File: config.mk
export PLATFORM = sky130hd
export DESIGN_NAME = round_scorekeeper
export DESIGN_NICKNAME = d
export VERILOG_FILES = /design/src/rtl/game_pkg.sv /design/src/rtl/round_scorekeeper_frame_timer.sv /design/src/rtl/round_scorekeeper.sv
export SDC_FILE = /design/constraint.sdc
export NUM_CORES = 1
export LEC_CHECK = 0
export CAP_MARGIN = 20
export CORE_MARGIN = 2
export CORE_UTILIZATION = 51
export DETAILED_ROUTE_END_ITERATION = 7
export MAX_ROUTING_LAYER = met4
export PLACE_DENSITY = 0.82
export SLEW_MARGIN = 20
export SYNTH_ARGS = -nofsm -noshare
export SYNTH_HDL_FRONTEND = slang
export SYNTH_SLANG_ARGS = --single-unit
File: constraint.sdc
create_clock -name Clk -period 3.1 [get_ports Clk]
set_input_delay 0.62 -clock Clk [delete_from_list [all_inputs] [get_ports Clk]]
set_output_delay 0.62 -clock Clk [all_outputs]
set_load 0.02 [all_outputs]
File: src/rtl/game_pkg.sv
// Shared types and defaults for the light-cycle game control path.
//   game_state_t   : Game_State encoding driven by the game state machine
//   round_winner_t : Round_Winner encoding shown by the HUD
//   sk_state_t     : internal states of the round scorekeeper
package game_pkg;

  typedef enum logic [2:0] {
    GS_MENU          = 3'd0,
    GS_ROUND_PAUSED  = 3'd1,
    GS_ROUND_STARTED = 3'd2,
    GS_BLUE_WINS     = 3'd3,
    GS_RED_WINS      = 3'd4
  } game_state_t;

  typedef enum logic [1:0] {
    RW_NONE = 2'b00,
    RW_BLUE = 2'b01,
    RW_RED  = 2'b10,
    RW_DRAW = 2'b11
  } round_winner_t;

  typedef enum logic [2:0] {
    SK_IDLE,
    SK_PLAYING,
    SK_FROZEN,
    SK_DECIDE,
    SK_MATCH_END
  } sk_state_t;

  localparam int WIN_SCORE_DEF  = 3;
  localparam int END_FRAMES_DEF = 60;

endpackage

File: src/rtl/round_scorekeeper_frame_timer.sv
// frame_timer: counts frame_tick pulses after a load.
//   Clk  : clock
//   load : clear the count (wins over tick)
//   run  : ticks are counted only while high
//   tick : one-cycle frame pulse
//   done : combinational, high on the tick that completes TERMINAL ticks
module frame_timer #(
  parameter int CNT_W    = 6,
  parameter int TERMINAL = 60
) (
  input  logic Clk,
  input  logic load,
  input  logic run,
  input  logic tick,
  output logic done
);

  localparam logic [CNT_W-1:0] LAST = CNT_W'(TERMINAL - 1);

  logic [CNT_W-1:0] cnt_q;

  // Count is always loaded before run is raised, so it needs no reset.
  always_ff @(posedge Clk) begin
    if (load) begin
      cnt_q <= '0;
    end else if (run && tick) begin
      cnt_q <= cnt_q + CNT_W'(1);
    end
  end

  assign done = run && tick && (cnt_q == LAST);

endmodule

File: src/rtl/round_scorekeeper.sv
// round_scorekeeper: turns crash flags into round outcomes, running scores
// and the Reset_Round / Blue_W / Red_W controls for the game state machine.
//   Clk, Reset, Reset_Game : clock, sync active-high reset / match abort
//   Game_State             : current game state (game_state_t encoding)
//   frame_tick             : one pulse per video frame (times the freeze)
//   Blue_Crash, Red_Crash  : per-cycle crash flags from collision detection
//   Freeze                 : round decided, movement halted
//   Round_Winner           : 00 none, 01 blue, 10 red, 11 draw
//   Blue_Score, Red_Score  : round wins, exported to the HUD
//   Reset_Round            : one-cycle request for the next round
//   Blue_W, Red_W          : match-win levels
module round_scorekeeper
  import game_pkg::*;
#(
  parameter int WIN_SCORE   = WIN_SCORE_DEF,
  parameter int SCORE_W     = 2,
  parameter int END_FRAMES  = END_FRAMES_DEF,
  parameter int FRAME_CNT_W = 6
) (
  input  logic               Clk,
  input  logic               Reset,
  input  logic               Reset_Game,
  input  logic [2:0]         Game_State,
  input  logic               frame_tick,
  input  logic               Blue_Crash,
  input  logic               Red_Crash,
  output logic               Freeze,
  output logic [1:0]         Round_Winner,
  output logic [SCORE_W-1:0] Blue_Score,
  output logic [SCORE_W-1:0] Red_Score,
  output logic               Reset_Round,
  output logic               Blue_W,
  output logic               Red_W
);

  localparam logic [SCORE_W-1:0] WIN = SCORE_W'(WIN_SCORE);

  function automatic logic [SCORE_W-1:0] sat_inc(input logic [SCORE_W-1:0] s);
    if (s >= WIN) return WIN;
    return s + SCORE_W'(1);
  endfunction

  game_state_t        gs;
  sk_state_t          state_q, state_d;
  round_winner_t      winner_q, winner_d;
  logic [SCORE_W-1:0] blue_score_q, red_score_q;
  logic               inc_blue, inc_red, clr_scores, clr_winner, set_winner;
  logic               timer_load, timer_done;
  logic               blue_match, red_match;

  assign gs = game_state_t'(Game_State);

  frame_timer #(
    .CNT_W   (FRAME_CNT_W),
    .TERMINAL(END_FRAMES)
  ) u_timer (
    .Clk (Clk),
    .load(timer_load),
    .run (state_q == SK_FROZEN),
    .tick(frame_tick),
    .done(timer_done)
  );

  assign blue_match = (blue_score_q == WIN);
  // Blue takes precedence so the two win levels can never both be high.
  assign red_match  = (red_score_q == WIN) && !blue_match;

  always_ff @(posedge Clk) begin
    if (Reset || Reset_Game) begin
      state_q      <= SK_IDLE;
      winner_q     <= RW_NONE;
      blue_score_q <= '0;
      red_score_q  <= '0;
    end else begin
      state_q <= state_d;
      if (clr_scores) begin
        blue_score_q <= '0;
        red_score_q  <= '0;
      end else begin
        if (inc_blue) blue_score_q <= sat_inc(blue_score_q);
        if (inc_red)  red_score_q  <= sat_inc(red_score_q);
      end
      if (clr_winner)      winner_q <= RW_NONE;
      else if (set_winner) winner_q <= winner_d;
    end
  end

  always_comb begin
    state_d    = state_q;
    winner_d   = RW_NONE;
    set_winner = 1'b0;
    clr_winner = 1'b0;
    clr_scores = 1'b0;
    inc_blue   = 1'b0;
    inc_red    = 1'b0;
    timer_load = 1'b0;
    unique case (state_q)
      SK_IDLE: begin
        if (gs == GS_MENU) begin
          clr_scores = 1'b1;
          clr_winner = 1'b1;
        end else if (gs == GS_ROUND_PAUSED) begin
          clr_winner = 1'b1;
        end else if (gs == GS_ROUND_STARTED) begin
          state_d = SK_PLAYING;
        end
      end
      SK_PLAYING: begin
        if (gs != GS_ROUND_STARTED) begin
          state_d = SK_IDLE;
        end else if (Blue_Crash || Red_Crash) begin
          // Loading here also discards a frame_tick landing on the crash cycle.
          state_d    = SK_FROZEN;
          timer_load = 1'b1;
          set_winner = 1'b1;
          if (Blue_Crash && Red_Crash) begin
            winner_d = RW_DRAW;
          end else if (Blue_Crash) begin
            winner_d = RW_RED;
            inc_red  = 1'b1;
          end else begin
            winner_d = RW_BLUE;
            inc_blue = 1'b1;
          end
        end
      end
      SK_FROZEN: begin
        if (timer_done) state_d = SK_DECIDE;
      end
      SK_DECIDE: begin
        state_d = (blue_match || red_match) ? SK_MATCH_END : SK_IDLE;
      end
      SK_MATCH_END: begin
        if (gs != GS_ROUND_STARTED) state_d = SK_IDLE;
      end
      default: state_d = SK_IDLE;
    endcase
  end

  assign Freeze       = (state_q == SK_FROZEN) || (state_q == SK_DECIDE);
  assign Reset_Round  = (state_q == SK_DECIDE) && !blue_match && !red_match;
  assign Blue_W       = ((state_q == SK_DECIDE) || (state_q == SK_MATCH_END)) && blue_match;
  assign Red_W        = ((state_q == SK_DECIDE) || (state_q == SK_MATCH_END)) && red_match;
  assign Round_Winner = winner_q;
  assign Blue_Score   = blue_score_q;
  assign Red_Score    = red_score_q;

endmodule

* Word level (Yosys, flattened, before mapping)
Index checks and enable logic that the tools add are counted.
** Word-level totals
- Output and inout port bits :: 10
- Register bits after elaboration :: 15
- Logic and storage cells :: 90
** Operators by class
- Equal/unequal tests :: 16
- Muxes and demuxes :: 44
- Reductions and logical operators :: 20
- Add/subtract/negate cells :: 3
- $lt $le $gt $ge :: 2
** Operator list (number)
- 1-bit 2-to-1 mux :: 26
- 3-bit 2-to-1 mux :: 8
- 2-bit 2-to-1 mux :: 9
- 3-bit case mux with 5 select lines :: 1
- 2-bit != test, second input constant :: 5
- 3-bit by 2-bit equality test with 1-bit output, second input constant :: 3
- 1-bit logical AND :: 8
- 6-bit by 1-bit adder with 6-bit output, second input constant :: 1
- 3-bit by 1-bit equality test with 1-bit output, second input constant :: 2
- 6-bit equality test, second input constant :: 1
- 3-bit logical NOT :: 2
- 6-bit AND reduction :: 1
- 1-bit logical OR :: 5
- 2-bit by 1-bit adder with 2-bit output, second input constant :: 2
- 2-bit equality test, second input constant :: 2
- 2-bit greater-or-equal comparator, second input constant :: 2
- 2-bit OR reduction :: 2
- 3-bit equality test, second input constant :: 1
- 3-bit by 2-bit != test with 1-bit output, second input constant :: 1
- 3-bit != test, second input constant :: 1
- 1-bit logical NOT :: 2

* Depth between registers and ports, before layout
- Depth after elaboration :: 9
- Depth in mapped cells :: 4
- Depth with buffers taken out :: 4

* Modules after synthesis
Synthesis repeated with hierarchy kept, for this count alone.
** Second synthesis, totals
- Cells, all modules :: 88
- Area total of the unflattened synthesis :: 809.5 um2
** By module, submodules not included
- round_scorekeeper :: times used 1, area each 551.8 um2, sequential area each 180.2 um2, cells each 59
- frame_timer :: times used 1, area each 257.7 um2, sequential area each 120.1 um2, cells each 29

* Worst setup path before layout
OpenSTA, ideal clock, no wires.
- Path type :: register -> output
- Start :: reg state_q[0]
- End :: out Red_W
- Cell stages (with the launch flop) :: 5
- Slack :: 1.292 ns
- Data arrival time :: 1.188 ns
- Data required time :: 2.480 ns
- Cell sequence :: dfxtp_1 > nor2b_1 > clkbuf_1 > mux2i_1 > nor2_1
** On the way
- Longest elaborated chain between the ends :: 3
- Elaborated cells between the ends (all ways) :: 4
- Those cells by class :: eq/ne: 2; reduce/logical: 2
** RTL lines
- from (decl) :: RTL line round_scorekeeper.sv:44 : sk_state_t state_q, state_d;
- from (signal assigned) :: RTL line round_scorekeeper.sv:75 : state_q <= state_d;
- 3-bit by 2-bit equality test with 1-bit output / 3-bit equality test (equally long branches) :: RTL line round_scorekeeper.sv:143 : assign Red_W = ((state_q == SK_DECIDE) || (state_q == SK_MATCH_END)) && red_match;
- 1-bit logical OR (*) :: RTL line round_scorekeeper.sv:143
- 1-bit logical AND (*) :: RTL line round_scorekeeper.sv:143
- to (decl) :: RTL line round_scorekeeper.sv:33 : output logic Red_W
Every way passes the cells marked *; elsewhere a longest branch is shown, timed or not.

* Worst setup path after layout
Same ends and word-level chain as after synthesis.

==> impl_metrics.xml <==
<?xml version="1.0" encoding="UTF-8"?>
<metrics>
  <group name="run_status">
    <metric name="status" unit="">completed</metric>
  </group>
  <group name="critical_path">
    <metric name="setup.worst_path.class" unit="">register to output pin</metric>
    <metric name="timing.critical_path.arrival" unit="ns">2.10</metric>
    <metric name="path_max_fanout" unit="">8</metric>
    <metric name="crit_path_end_kind" unit="">output pin</metric>
    <metric name="required_time_worst_endpoint" unit="ns">2.48</metric>
    <metric name="cp_cell_sequence" unit="">nor2b_1 -&gt; mux2i_1 -&gt; nor2_1 -&gt; clkdlybuf4s50_1</metric>
    <metric name="startpoint_type" unit="">register</metric>
    <metric name="delay_of_the_slowest_critical_path_stage" unit="ns">0.61</metric>
    <metric name="slowest_stage" unit="">sky130_fd_sc_hd__clkdlybuf4s50_1</metric>
  </group>
  <group name="final_layout">
    <metric name="design_area" unit="µm²">1010</metric>
    <metric name="share_of_cells_above_drive_strength_1" unit="%">9.26</metric>
    <metric name="insertedDiodeCount" unit="">0</metric>
    <metric name="instances_no_fill" unit="">124</metric>
    <metric name="final_nets" unit="">119</metric>
    <metric name="area_growth" unit="%">26.2</metric>
  </group>
  <group name="cts">
    <metric name="post_cts_resized" unit="">0</metric>
    <metric name="clkSlewWorstSetupHoldPaths" unit="ns">0.09</metric>
    <metric name="cts-htree-levels" unit="">1</metric>
    <metric name="tritoncts" unit="">done</metric>
    <metric name="clock_sinks" unit="">15</metric>
    <metric name="root_buffer" unit="">sky130_fd_sc_hd__clkbuf_4</metric>
    <metric name="clock_tree.buffer_depth" unit="">2</metric>
    <metric name="number_of_buffers_inserted_by_post_cts_setup_repair" unit="">0</metric>
    <metric name="total_clock_buffers_created_by_cts" unit="">3</metric>
    <metric name="clk_latency" unit="ns">0.28</metric>
    <metric name="cts_hold_repair.buffers" unit="">0</metric>
  </group>
  <group name="placed_design">
    <metric name="place.detailed.instances" unit="">120</metric>
    <metric name="placed_instance_area" unit="µm²">980</metric>
    <metric name="dpl.hpwl" unit="mm">1.27</metric>
    <metric name="buffer_ports.inserted" unit="">18</metric>
    <metric name="globalplace.congestion" unit="">0.818</metric>
  </group>
  <group name="power">
    <metric name="intPower" unit="µW">255</metric>
    <metric name="logic_gate_share_of_total_power" unit="%">7.7</metric>
    <metric name="power.switching_fraction" unit="%">23.5</metric>
    <metric name="totalPowerFinal" unit="µW">333</metric>
    <metric name="worst_ir_drop_vdd" unit="mV">0.264</metric>
    <metric name="power.switching" unit="µW">78.2</metric>
    <metric name="pwr-share-seq" unit="%">58.3</metric>
    <metric name="power.leakage" unit="µW">0.000336</metric>
    <metric name="share_clk_of_total_power" unit="%">34.1</metric>
    <metric name="power-per-cell-area" unit="nW/µm²">331</metric>
  </group>
  <group name="timing">
    <metric name="timing.final.hold_violations" unit="">0</metric>
    <metric name="drv_slew" unit="">0</metric>
    <metric name="rsz_0062_raised_after_global_routing" unit="">no</metric>
    <metric name="fin_worst_skew" unit="ns">0.00239</metric>
    <metric name="setup_viol_count_final" unit="">0</metric>
    <metric name="fin_tns_setup" unit="ns">0</metric>
    <metric name="timing.final.crit_share" unit="%">87.8</metric>
    <metric name="fmaxAchievable" unit="MHz">367</metric>
    <metric name="layout_min_cycle_time" unit="ns">2.72</metric>
    <metric name="max-slew-margin-rel" unit="%">69.2</metric>
    <metric name="worst_pin_slew" unit="ns">0.461</metric>
    <metric name="worst_hold_slack" unit="ns">0.480</metric>
  </group>
  <group name="floorplanning">
    <metric name="dieHeight" unit="µm">43.6</metric>
    <metric name="dieArea" unit="µm²">1900</metric>
    <metric name="coreArea" unit="µm²">1490</metric>
    <metric name="initial_utilization" unit="%">53.6</metric>
    <metric name="i_o_pin_total" unit="">19</metric>
    <metric name="chipWidth" unit="µm">43.6</metric>
    <metric name="rows" unit="">14</metric>
  </group>
  <group name="hold_path">
    <metric name="min_path_type" unit="">register to register</metric>
  </group>
  <group name="global_route">
    <metric name="maximum_number_of_pins_on_one_net_before_global_route_repair" unit="">12</metric>
    <metric name="grt_remaining_overflow" unit="">0</metric>
    <metric name="grt_antenna_before_repair" unit="">0</metric>
    <metric name="grt_use_total" unit="%">20.8</metric>
    <metric name="grt_first_pass_wirelength" unit="mm">2.90</metric>
    <metric name="first_global_vias" unit="">654</metric>
  </group>
  <group name="synth">
    <metric name="ys_types" unit="">31</metric>
    <metric name="synthesis.area" unit="µm²">798</metric>
    <metric name="synth_ff_type" unit="">sky130_fd_sc_hd__dfxtp_1</metric>
    <metric name="ys_ff_latch" unit="">15</metric>
    <metric name="synthesis.yosys.warnings" unit="">0</metric>
    <metric name="synthDominantAreaCellType" unit="">sky130_fd_sc_hd__dfxtp_1</metric>
    <metric name="ys_top_cells_by_area" unit="">sky130_fd_sc_hd__dfxtp_1, sky130_fd_sc_hd__nor2b_1, sky130_fd_sc_hd__a21oi_1</metric>
    <metric name="synth_top_cell_area_share" unit="%">37.6</metric>
    <metric name="synth-seq-area-share" unit="%">37.6</metric>
    <metric name="synth_cells" unit="">89</metric>
    <metric name="synth-edff-count" unit="">0</metric>
    <metric name="async_reset_ff_share" unit="%">0</metric>
    <metric name="synth.avg_cell_area" unit="µm²">8.97</metric>
    <metric name="synth.net_count" unit="">99</metric>
  </group>
  <group name="detailed_routing">
    <metric name="post_route_drc" unit="">0</metric>
    <metric name="drt_iter0_drc" unit="">15</metric>
    <metric name="detail_route.wl_per_cell" unit="µm">13.3</metric>
    <metric name="antenna_left" unit="">0</metric>
    <metric name="top_layer" unit="">met4</metric>
    <metric name="routed-via-count" unit="">749</metric>
    <metric name="vias_per_cell" unit="">6.04</metric>
    <metric name="first_pass_iters" unit="">4</metric>
    <metric name="met3RoutedLength" unit="µm">85</metric>
    <metric name="met2_wire_length" unit="µm">700</metric>
    <metric name="wl_met1" unit="µm">841</metric>
    <metric name="finalWirelength" unit="mm">1.65</metric>
  </group>
  <group name="job">
    <metric name="max_cap_violations" unit="">0</metric>
  </group>
</metrics>
cell usage after synthesis, types with 3 or more instances:
cell type	number
sky130_fd_sc_hd__nor2_1	8
sky130_fd_sc_hd__or3_1	3
sky130_fd_sc_hd__dfxtp_1	15
sky130_fd_sc_hd__nand2_1	3
sky130_fd_sc_hd__a21oi_1	7
sky130_fd_sc_hd__o21ai_0	6
sky130_fd_sc_hd__nand3_1	5
sky130_fd_sc_hd__nor2b_1	6
sky130_fd_sc_hd__nand2b_1	3
cells in the final DEF, fill, tap and decap left out, types with 2 or more instances in the layout:
cell type	Yosys	routed
sky130_fd_sc_hd__nor3_2	2	2
sky130_fd_sc_hd__o21a_1	2	2
sky130_fd_sc_hd__nand2_1	3	3
sky130_fd_sc_hd__a41oi_1	2	2
sky130_fd_sc_hd__nand2b_1	3	3
sky130_fd_sc_hd__nor4_1	2	2
sky130_fd_sc_hd__o221a_2	2	2
sky130_fd_sc_hd__nor2_1	8	8
sky130_fd_sc_hd__nand3b_1	2	2
sky130_fd_sc_hd__a21oi_1	7	7
sky130_fd_sc_hd__nand3_1	5	5
sky130_fd_sc_hd__o21ai_0	6	6
sky130_fd_sc_hd__mux2i_1	2	2
sky130_fd_sc_hd__nor2b_1	6	6
sky130_fd_sc_hd__dfxtp_1	15	15
sky130_fd_sc_hd__or4_1	2	2
sky130_fd_sc_hd__clkdlybuf4s50_1	0	18
sky130_fd_sc_hd__or3_1	3	3
sky130_fd_sc_hd__nor3_1	2	2
sky130_fd_sc_hd__o31ai_1	2	2
sky130_fd_sc_hd__clkbuf_4	0	3
path summary, 6_finish.rpt:
check / cells after the start / slack [ns] / end / from
setup / recovery: 4 / 0.38 / Red_W / state_q[0]
setup reg to reg: 3 / 1.25 / u_timer.cnt_q[5] / state_q[1]
hold / removal: 2 / 0.48 / Round_Winner[0] / Round_Winner[0]
hold reg to reg: 2 / 0.48 / Round_Winner[0] / Round_Winner[0]
sequential cells by signal, summed over array words and instances (netlist names):
signal	count
Blue_Score	2
Red_Score	2
Round_Winner	2
state_q	3
u_timer.cnt_q	6
through the flow:
| stage | worst slack (ns) | utilization (%) |
|---|---|---|
| after global placement | 0.768 | 65.8 |
| after floorplan | 1.29 | - |
| after global routing | 0.257 | 67.6 |
| after CTS | 0.391 | 67.6 |
| after detailed placement | 0.712 | 65.8 |
| final | 0.378 | 67.6 |
cells by family after synthesis:
group           Yosys count  share of synthesized area, %
buf+inv                   4                          2.82
simple gates             41                          32.9
compound gates           25                          21.5
fa+ha+maj                 1                          1.57
flops                    15                          37.6
xor+xnor                  1                          1.10
mux                       2                          2.51
metal layers:
metal  track usage [%]  vias up
met5                 -        -
met4              7.27        0
met3              3.75        2
met2              29.1       26
met1              29.8      346
li1                  -      375
critical path, delay by kind of cell (launching register included):
family                 cells  cell delay, ns
buffers and inverters      1            0.61
muxes                      1            0.19
and+or+nand+nor            2            0.57
DFF                        1            0.45
final cells by class:
cell class                 instances  area, µm²
sequential                        15        300
timing repair buffer              18        180
clock inverter                     1       5.00
fill                             131        482
multi-input combinational         70        475
inverter                           1       3.75
clock buffer                       3       22.5
tap                               16       20.0
power groups by stage:
stage	Sequential, µW	Clock (µW)	Combinational (µW)
after floorplan	198	0	8.92
after global placement	198	0	24.9
after detailed placement	198	0	25.4
after CTS	194	114	25.5
after global routing	194	123	27.4
final	194	113	25.6
Power figures use the tool's default switching activity.
